`config.mk`:
```
export PLATFORM = sky130hd
export DESIGN_NAME = emu_run_ctrl
export DESIGN_NICKNAME = d
export VERILOG_FILES = /design/src/rtl/emu_run_ctrl.sv
export SDC_FILE = /design/constraint.sdc
export NUM_CORES = 1
export LEC_CHECK = 0
export ABC_CLOCK_PERIOD_IN_PS = 5200
export CAP_MARGIN = 20
export CORE_UTILIZATION = 48
export DETAILED_ROUTE_END_ITERATION = 7
export HOLD_SLACK_MARGIN = 0.1
export PLACE_DENSITY = 0.78
export SLEW_MARGIN = 10
export SYNTH_ARGS = -nofsm -noshare
export SYNTH_HDL_FRONTEND = slang
export SYNTH_SLANG_ARGS = --single-unit
export TNS_END_PERCENT = 10
```
`constraint.sdc`:
```
create_clock -name host_clk -period 5.2 [get_ports host_clk]
set_input_delay 0.78 -clock host_clk [delete_from_list [all_inputs] [get_ports host_clk]]
set_output_delay 0.78 -clock host_clk [all_outputs]
set_load 0.02 [all_outputs]
```
`src/rtl/emu_run_ctrl.sv`:
```
// Host-side run controller: gates target execution, counts ticks, single-steps and pauses on host/step/trigger.
// Optional breakpoint comparator is enabled by defining EMU_RUN_CTRL_BREAKPOINT_EN.
module emu_run_ctrl #(
    parameter int NTRIG  = 4,
    parameter int CNT_W  = 64,
    parameter int STEP_W = 64
) (
    input  logic              host_clk,
    input  logic              host_rst,
    input  logic              tick,
    input  logic [NTRIG-1:0]  trig,
    input  logic              trig_mask_write,
    input  logic [NTRIG-1:0]  trig_mask_wdata,
    output logic [NTRIG-1:0]  trig_latched,
    input  logic [NTRIG-1:0]  trig_clear,
    input  logic              do_pause,
    input  logic              do_resume,
    output logic [CNT_W-1:0]  count,
    input  logic              count_write,
    input  logic [CNT_W-1:0]  count_wdata,
    input  logic              step_write,
    input  logic [STEP_W-1:0] step_wdata,
    output logic              step_trig,
    output logic              run_mode,
    output logic [3:0]        pause_cause,
    output logic              stopped
`ifdef EMU_RUN_CTRL_BREAKPOINT_EN
    ,
    input  logic              bp_write,
    input  logic [CNT_W-1:0]  bp_wdata
`endif
);

    typedef enum logic {S_RUN, S_PAUSED} state_t;

    state_t            state, next_state;
    logic [NTRIG-1:0]  trig_mask;
    logic [NTRIG-1:0]  trig_en;
    logic [STEP_W-1:0] step, step_next;
    logic              pend;
    logic              trig_any;
    logic              host_req;
    logic              bp_hit;
    logic              stop_req;
    logic              take_pause;
    logic              take_resume;

    assign run_mode = (state == S_RUN);
    assign trig_en  = trig & trig_mask;
    assign trig_any = |trig_en;
    assign host_req = pend | do_pause;

    always_comb begin
        step_next = step;
        if (step_write)
            step_next = step_wdata;
        else if (step == '0)
            step_next = '0;
        else if (run_mode && tick)
            step_next = step - STEP_W'(1);
    end

    assign step_trig = (step != '0) && (step_next == '0);

`ifdef EMU_RUN_CTRL_BREAKPOINT_EN
    logic [CNT_W-1:0] bp;
    logic             bp_valid;
    logic [CNT_W-1:0] count_inc;

    // Compare against the value count takes after this tick, so the pause lands with count == bp.
    assign count_inc = count + CNT_W'(1);
    assign bp_hit    = bp_valid && run_mode && tick && (count_inc == bp);

    always_ff @(posedge host_clk or posedge host_rst) begin
        if (host_rst) begin
            bp       <= '0;
            bp_valid <= 1'b0;
        end else if (bp_write) begin
            bp       <= bp_wdata;
            bp_valid <= 1'b1;
        end else if (bp_hit && take_pause) begin
            bp_valid <= 1'b0;
        end
    end
`else
    assign bp_hit = 1'b0;
`endif

    assign stop_req = host_req | trig_any | step_trig | bp_hit;

    always_ff @(posedge host_clk or posedge host_rst) begin
        if (host_rst)
            state <= S_RUN;
        else
            state <= next_state;
    end

    always_comb begin
        next_state  = state;
        take_pause  = 1'b0;
        take_resume = 1'b0;
        case (state)
            S_RUN: begin
                if (stop_req && tick) begin
                    next_state = S_PAUSED;
                    take_pause = 1'b1;
                end
            end
            S_PAUSED: begin
                if (do_resume) begin
                    next_state  = S_RUN;
                    take_resume = 1'b1;
                end
            end
            default: next_state = S_RUN;
        endcase
    end

    // A host pause seen between ticks is held until the next tick can honour it.
    always_ff @(posedge host_clk or posedge host_rst) begin
        if (host_rst)
            pend <= 1'b0;
        else if (take_resume || take_pause)
            pend <= 1'b0;
        else if (run_mode && do_pause && !tick)
            pend <= 1'b1;
    end

    always_ff @(posedge host_clk or posedge host_rst) begin
        if (host_rst) begin
            pause_cause  <= 4'b0000;
            stopped      <= 1'b0;
            trig_latched <= '0;
            trig_mask    <= '1;
        end else begin
            stopped <= take_pause;
            if (take_pause)
                pause_cause <= {bp_hit, trig_any, step_trig, host_req};
            else if (take_resume)
                pause_cause <= 4'b0000;
            trig_latched <= (trig_latched & ~trig_clear) | (take_pause ? trig_en : '0);
            if (trig_mask_write)
                trig_mask <= trig_mask_wdata;
        end
    end

    always_ff @(posedge host_clk or posedge host_rst) begin
        if (host_rst) begin
            count <= '0;
            step  <= '0;
        end else begin
            step <= step_next;
            if (count_write)
                count <= count_wdata;
            else if (run_mode && tick)
                count <= count + CNT_W'(1);
        end
    end

endmodule

```
After elaboration in Yosys (flattened, before gate mapping)
Cells that the tools add are included.
{ "op_classes": {"add_sub_neg": 2, "mux": 16, "n_bitwise": 8, "reduce_logical": 14} }
{ "op_table": {"columns": ["op", "count"], "rows": [
  ["2-to-1 mux 64 bit", 5],
  ["logical NOT 64 bit", 2],
  ["adder 64 x 1 -> 64 bit, second input constant", 1],
  ["nonzero test 64 bit", 1],
  ["subtractor 64 x 1 -> 64 bit, second input constant", 1],
  ["2-to-1 mux 4 bit", 3],
  ["AND 4 bit", 2],
  ["2-to-1 mux 1 bit", 7],
  ["nonzero test 2 bit", 3],
  ["logical AND 1 bit", 5],
  ["NOT 4 bit", 1],
  ["bitwise OR 4 bit", 1],
  ["OR reduction 4 bit", 1],
  ["bitwise OR 1 bit", 3],
  ["case mux 1 bit (2 select lines)", 1],
  ["logical NOT 1 bit", 1],
  ["logical OR 1 bit", 1],
  ["NOT 1 bit", 1]
]} }
{ "totals": {"ff_bits": 143, "input_bits": 148, "output_inout_bits": 75, "word_cells": 48} }

Depth between registers and ports, before layout
Gate-level depths: netlist of the first run.
{ "depth": {"word_depth": 13, "ltp_mapped": 14, "ltp_nobuf": 12} }

Least setup slack after synthesis of the first run
OpenSTA, ideal clock, no wires.
{ "synth_path": {"kind": "input to output", "from": "in tick", "to": "out step_trig", "t_arrival_ns": 3.223, "setup_slack_ns": 1.197, "path_stages": 9, "path_cell_list": "nor4b_4 nand4_2 or4_4 buf_6 o21ai_2 a21oi_1 or4_1 nor4_1 and4b_1"} }
{ "synth_via": {"elab_chain_cells": 6} }
{ "synth_lines": {"columns": ["item", "line_no", "text"], "rows": [
  ["from (decl)", "10", "input logic tick,"],
  ["logical AND 1 bit", "59", "else if (run_mode && tick)"],
  ["2-to-1 mux 64 bit", "59", null],
  ["2-to-1 mux 64 bit", "57", "else if (step == '0)"],
  ["2-to-1 mux 64 bit", "55", "if (step_write)"],
  ["logical NOT 64 bit", "63", "assign step_trig = (step != '0) && (step_next == '0);"],
  ["logical AND 1 bit", "63", null],
  ["to (decl)", "23", "output logic step_trig,"]
]} }
Every way passes these cells.

Worst setup path after layout of the first run
Ends and elaborated chain as after synthesis.

==> results of run 1 <==
==> final cells by class <==
class	count	area (um2)	share of cell area [%]
multi-input combinational	801	4850	40.4
sequential	142	3560	29.7
timing repair buffer	267	2560	21.4
clock buffer	20	447	3.73
tap	225	282	2.35
clock inverter	12	209	1.74
inverter	21	83.8	0.699
==> routing by layer <==
metal | vias to the layer above | track usage [%] | share of wire, %
met3 | 72 | 6.70 | 7.5
met2 | 392 | 57.4 | 49
li1 | 4132 | - | -
met5 | - | 0 | 0
met4 | 0 | 12.8 | 3.4
met1 | 4201 | 39.6 | 40
==> placed cells by master, fill, tap and decap left out, types with 7 or more instances in the layout <==
master,count
a22o_1,8
nand3_1,35
or4_1,13
xor2_1,63
nor2_1,71
inv_1,19
o21ai_0,114
and4_1,14
a21oi_1,9
buf_4,46
nand4_1,37
or3_1,11
dfrtp_1,138
nor4_1,43
nor3_1,26
and3_1,9
o31ai_1,19
nor2b_1,7
clkbuf_16,17
clkdlybuf4s50_1,218
xnor2_1,51
nand2_1,171
==> Yosys cell counts, types with 5 or more instances <==
| cell | number | area share (%) |
|---|---|---|
| o21ai_0 | 114 | 6.5 |
| nand3_1 | 35 | 2.0 |
| nor3_1 | 26 | 1.5 |
| xnor2_1 | 51 | 5.1 |
| dfrtp_1 | 138 | 40 |
| nand2_1 | 171 | 7.3 |
| o22ai_1 | 5 | 0.36 |
| nor2b_1 | 7 | 0.50 |
| a21o_1 | 5 | 0.43 |
| or3_1 | 11 | 0.79 |
| nor4_1 | 44 | 3.1 |
| nand4_1 | 37 | 2.6 |
| o31ai_1 | 19 | 1.6 |
| nand3b_1 | 5 | 0.43 |
| clkbuf_1 | 34 | 1.5 |
| nor2_1 | 71 | 3.0 |
| a21oi_1 | 9 | 0.52 |
| and4_1 | 14 | 1.4 |
| or4_1 | 13 | 1.1 |
| a22o_1 | 8 | 0.80 |
| and3_1 | 9 | 0.64 |
| xor2_1 | 63 | 6.3 |
| inv_1 | 20 | 0.86 |
| clkbuf_8 | 5 | 0.79 |
| mux2_2 | 5 | 0.64 |
==> how the worst max path moves through the flow <==
stage,slack [ns],cells after the start,end
after floorplan,0.62,1,count[0]
after global placement,0.02,12,step_trig
after detailed placement,-0.04,12,step_trig
after CTS,0.23,12,step_trig
after global routing,0.03,12,step_trig
final,0.21,12,step_trig
==> power by group through the flow <==
stage          combinational (mW)  sequential [mW]  clock, mW
2_1_floorplan               0.357             1.43          0
3_3_place_gp                0.789             1.40          0
3_5_place_dp                0.796             1.40          0
4_1_cts                     0.802             1.38       1.38
5_1_grt                     0.864             1.40       1.42
6_report                    0.803             1.39       1.37
==> critical path: stages <==
cell	delay, ns
clkdlybuf4s50_1	0.58
nor4b_4	0.30
buf_4	0.19
nand4_1	0.21
buf_4	0.26
or4b_2	0.60
a21oi_1	0.16
o2111a_1	0.24
a211oi_1	0.08
nor3_1	0.15
and4b_1	0.30
dlygate4sd2_1	0.35
==> timing repair <==
action                                  in CTS  in global routing
endpoints found under the setup margin       1                  0
hold buffers                                 0                  0
resized for setup                            1                  0
==> cell families after synthesis <==
logic type,synth area share (%)
other cells,0.0429
mux,0.873
compound gates,13.6
simple gates,29.1
flops,40.7
xor+xnor,11.4
buf+inv,3.88
fa+ha+maj,0.429
==> sequential cells by signal, indices dropped and copies added (netlist names) <==
name,cells
trig_mask,4
trig_latched,4
count,64
pend,1
pause_cause,3
state,1
stopped,1
step,64
==> metrics by stage <==
stage / instance area, um2 / hold WS (ns) / worst slack [ns]
final: 12000 / 0.526 / 0.209
after global placement: 11300 / 0.516 / 0.0172
after floorplan: 8740 / 0.506 / 0.617
after CTS: 12000 / 0.535 / 0.227
after detailed placement: 11300 / 0.520 / -0.0434
after global routing: 12000 / 0.552 / 0.0265
==> flow_metrics.tcl, run 1 <==
set metrics [dict create \
    synthArstFlopShare_pct 100 \
    initial_core_util_pct 49.8 \
    finalSetupViolCount 0 \
    gp_congestion 1.00 \
    dp_hpwl_um 23100 \
    synth-main-ff-cell "dfrtp_1" \
    die_area_um2 18800 \
    worst_setup_path_end_kind "primary output" \
    htree_levels 4 \
    hold_class "flop to flop" \
    switching_share_pct 30.1 \
    leakage_nw 4.63 \
    cts_buffers 17 \
    combinationalPowerShare_pct 22.6 \
    grt_pass1_wl_um 45700 \
    area_growth_pct 37.2 \
    drc 0 \
    vdd_drop_max_mv 0.287 \
    syn_nets 1162 \
    fp.dieW_um 137 \
    die_h_um 137 \
    reg2reg_to "pause_cause[0]" \
    stdcell_count 1488 \
    power.internal_mw 2.49 \
    maxSlewViolCount 0 \
    holdCritStartpoint "pause_cause[1]" \
    ys_warn_count 0 \
    power.share.clock_pct 38.5 \
    finClkSkew_ns 0.0101 \
    dp.cells 1456 \
    track_usage_pct 32.9 \
    startpoint_type "input port" \
    cts.sink_count 142 \
    crit_type "input port to primary output" \
    fin_total_pwr_mw 3.56 \
    r2r_cells 13 \
    crit_start "tick" \
    postCtsSetupBuffers 0 \
    path_clk_slew_ns 0.06 \
    ys_ff_latch 142 \
    drtPass1Iterations 5 \
    cp.required_ns 4.42 \
    vias_per_cell 5.91 \
    whs_endpoint "pause_cause[1]" \
    fin_crit_sh_pct 96.0 \
    hold_violations 0 \
    num_rows 48 \
    power.density_nw_per_um2 297 \
    fin_util_pct 68.4 \
    cts_tree "yes" \
    status "finished, final reports clean" \
    first_global_vias 8354 \
    path_max_fanout 6 \
    wl_per_cell_um 20.5 \
    syn_area_per_cell_um2 8.65 \
    clk_path_buf_depth 2 \
    holdPathStages 1 \
    first_iter_violations 706 \
    p_switching_mw 1.07 \
    port_buffers 221 \
    drv_cap 0 \
    clkLatencyLatePin_ns 0.43 \
    ioPinCount 223 \
    ant_nets 0 \
    slew_headroom_pct 27.3 \
    netlist_instances 1011 \
    ys_seq_area_share_pct 40.7 \
    wirelength_um 30400 \
    grt_setup_unrepaired "no" \
    num_vias 8797 \
    antennaDiodeCount 0 \
    antenna_found_initial 0 \
    tightest_slew_ns 1.09 \
    finalCriticalPeriod_ns 4.99 \
    regToRegSetupSlack_ns 1.40 \
    tns_ns 0 \
    netlist_area_um2 8740 \
    fin_nets 1401 \
    r2r-start "step[36]" \
    synth_edf_count 0 \
    ys_types 77 \
    grt_max_degree 129 \
    fillCellCount 1461 \
    clockRootBuffer "clkbuf_16" \
    gr-total-overflow 0 \
    fmax_mhz 200 \
    layout-drive-gt1-share_pct 9.34 \
    core_area_um2 17500 \
    power_frac_seq_pct 38.9 \
    crit_arrival_ns 4.21 \
]
No activity file was read; power rests on OpenSTA's default activity.
==> run 2: changes to the inputs <==
Settings changed: ABC_CLOCK_PERIOD_IN_PS 5200 to 4100, CORE_UTILIZATION 48 to 45, PLACE_DENSITY 0.78 to 0.76.
Clock period 5.2 ns to 4.1 ns, I/O delays scaled along.
==> run 2 against run 1 <==
Against the previous run: the flow now finishes with violations (setup timing); clock-buffer cell count fell by 2; global-route usage fell by 0.27 points; combinational power rose by 61%; final area rose by 12%; utilization rose by 2.7 points; sequential cell count did not move; die area rose by 6.6%; first-iteration DRC count fell by 21%; routed wire length rose by 5.3%; clock power rose by 8%; critical endpoint unchanged.
==> flow_metrics.tcl, run 2 (synthesis results as in run 1) <==
set metrics [dict create \
    num_rows 50 \
    power.density_nw_per_um2 333 \
    crit_family "simple AND/OR/NAND/NOR gates" \
    ant_nets 0 \
    wirelength_um 32100 \
    htree_levels 4 \
    p_switching_mw 1.46 \
    met1_usage_pct 39.6 \
    setup_ws_ns -0.0207 \
    cts.sink_count 142 \
    wl_per_cell_um 18.8 \
    power_frac_seq_pct 38.1 \
    path_max_fanout 8 \
    finClkSkew_ns 0.0124 \
    path_clk_slew_ns 0.07 \
    path_buf_inv 3 \
    mostFrequentLayoutCells "buf_4 (232), clkdlybuf4s50_1 (217), nand2_1 (170)" \
    placed_cell_area_um2 12700 \
    fp.dieW_um 141 \
    gr-total-overflow 0 \
    die_h_um 141 \
    combinationalPowerShare_pct 28.7 \
    holdWs_ns 0.538 \
    drc 0 \
    slew_headroom_pct 29.4 \
    fin_nets 1587 \
    cp.required_ns 3.48 \
    grtUsageMet3_pct 6.18 \
    hold_violations 0 \
    tightest_slew_ns 1.06 \
    drtPass1Iterations 5 \
    vias_per_cell 5.56 \
    startpoint_type "flop" \
    num_vias 9499 \
    power.internal_mw 3.01 \
    cts_tree "yes" \
    hold_class "flop to flop" \
    area_growth_pct 53.7 \
    layout-drive-gt1-share_pct 22.3 \
    first_global_vias 9458 \
    power.share.clock_pct 33.1 \
    clkLatencyLatePin_ns 0.43 \
    grt_max_degree 129 \
    gp_congestion 1.04 \
    crit_type "flop to primary output" \
    grt.busiest_layer "met2" \
    finalInstanceArea_um2 13400 \
    final_common_cell "buf_4" \
    dp_hpwl_um 25200 \
    first_iter_violations 560 \
    switching_share_pct 32.7 \
    fin_util_pct 71.1 \
    crit_arrival_ns 3.51 \
    port_buffers 221 \
    fin_crit_sh_pct 101 \
    clk_path_buf_depth 2 \
    crit_chain "buf_4 > or4_4 > nand4b_4 > buf_4 > or3_2 > nor3_4 > xnor2_1 > o21ai_1 > nor4_2 > and4b_2 > buf_6" \
    cts_buffers 17 \
    cp_slowest_cell "or3_2" \
    antenna_found_initial 0 \
    drv_cap 0 \
    worst_setup_path_end_kind "primary output" \
    cp_common_cell "buf_4" \
    met2_usage_pct 55.3 \
    reg.largest.list "count (64), step (64)" \
    status "complete, but fails checks" \
    grt_setup_unrepaired "yes" \
    track_usage_pct 32.6 \
    violations "setup timing" \
    antennaDiodeCount 0 \
    ioPinCount 223 \
    cts_hold_buf 0 \
    maxSlewViolCount 0 \
    finalCriticalPeriod_ns 4.12 \
    vdd_drop_max_mv 0.292 \
    cp_slowest_stage_delay_ns 0.50 \
    finalSetupViolCount 1 \
    fmax_mhz 243 \
    initial_core_util_pct 46.3 \
    core_area_um2 18900 \
    grt_pass1_wl_um 49500 \
    die_area_um2 20000 \
    leakage_nw 5.49 \
    clockRootBuffer "clkbuf_16" \
    tns_ns -0.0207 \
    fin_total_pwr_mw 4.47 \
]
run 2: cell types whose count changed in the layout (fill, tap and decap cells not counted), moves of 2 or more:
cell / delta
buf_4: +186
o31ai_1: -2
or4_4: +2
clkinv_4: -2
inv_6: +4
bufinv_16: -5
o21ai_1: +3
clkinvlp_4: +5
or4_1: -2
nor4_2: +5
nor4_1: -5
nor3_1: -2
o21ai_0: -3
run 2: power groups by stage:
stage / clock network, mW / registers [mW] / logic (mW)
6_report: 1.48 / 1.71 / 1.29
2_1_floorplan: 0 / 1.81 / 0.453
3_5_place_dp: 0 / 1.73 / 1.27
5_1_grt: 1.57 / 1.73 / 1.38
4_1_cts: 1.50 / 1.70 / 1.28
3_3_place_gp: 0 / 1.72 / 1.25
run 2: repair_timing:
item / 4_1_cts / 5_1_grt
setup endpoints to repair: 1 / 1
buffers inserted: 7 / 0
pin swaps: 13 / 4
resized for setup: 23 / 8
run 2: final timing paths:
kind / start / end / slack [ns] / cells past startpoint
setup / recovery: step[27] / step_trig / -0.02 / 11
hold / removal: pause_cause[1] / pause_cause[1] / 0.54 / 1
setup reg to reg: step[35] / stopped / 0.59 / 13
hold reg to reg: pause_cause[1] / pause_cause[1] / 0.54 / 1
max in group asynchronous: host_rst / count[58] / 2.51 / 3
min in group asynchronous: host_rst / count[19] / 0.67 / 2
run 2: layer usage:
| metal | vias to the layer above | share of wire, % |
|---|---|---|
| li1 | 4494 | - |
| met1 | 4512 | 41 |
| met2 | 399 | 48 |
| met3 | 94 | 6.7 |
| met4 | 0 | 4.7 |
| met5 | - | 0 |
run 2: cell type report:
cell class,instances,area (um2)
fillers,1545,5460
flip-flops and latches,142,3560
multi-input cells,801,4960
clock buffers,18,429
clock inverters,14,121
inverters,21,82.6
repair buffers,453,3960
well taps,260,325
run 2: stage by stage:
step           instances  setup slack [ns]
2_1_floorplan       1011             0.386
3_3_place_gp        1672            -0.765
3_5_place_dp        1672            -0.790
4_1_cts             1709           0.00722
5_1_grt             1709            -0.159
6_report            1709           -0.0207
run 2: worst register-to-register path, stage by stage (launching register included):
cell	delay, ns
dfrtp_1	0.39
nor4_2	0.29
buf_4	0.16
nand4_1	0.16
buf_4	0.21
or4b_4	0.56
or4_1	0.46
nand4_1	0.14
nor4_1	0.07
o221ai_1	0.15
and4b_2	0.28
buf_4	0.14
and2_4	0.17
or2_1	0.22
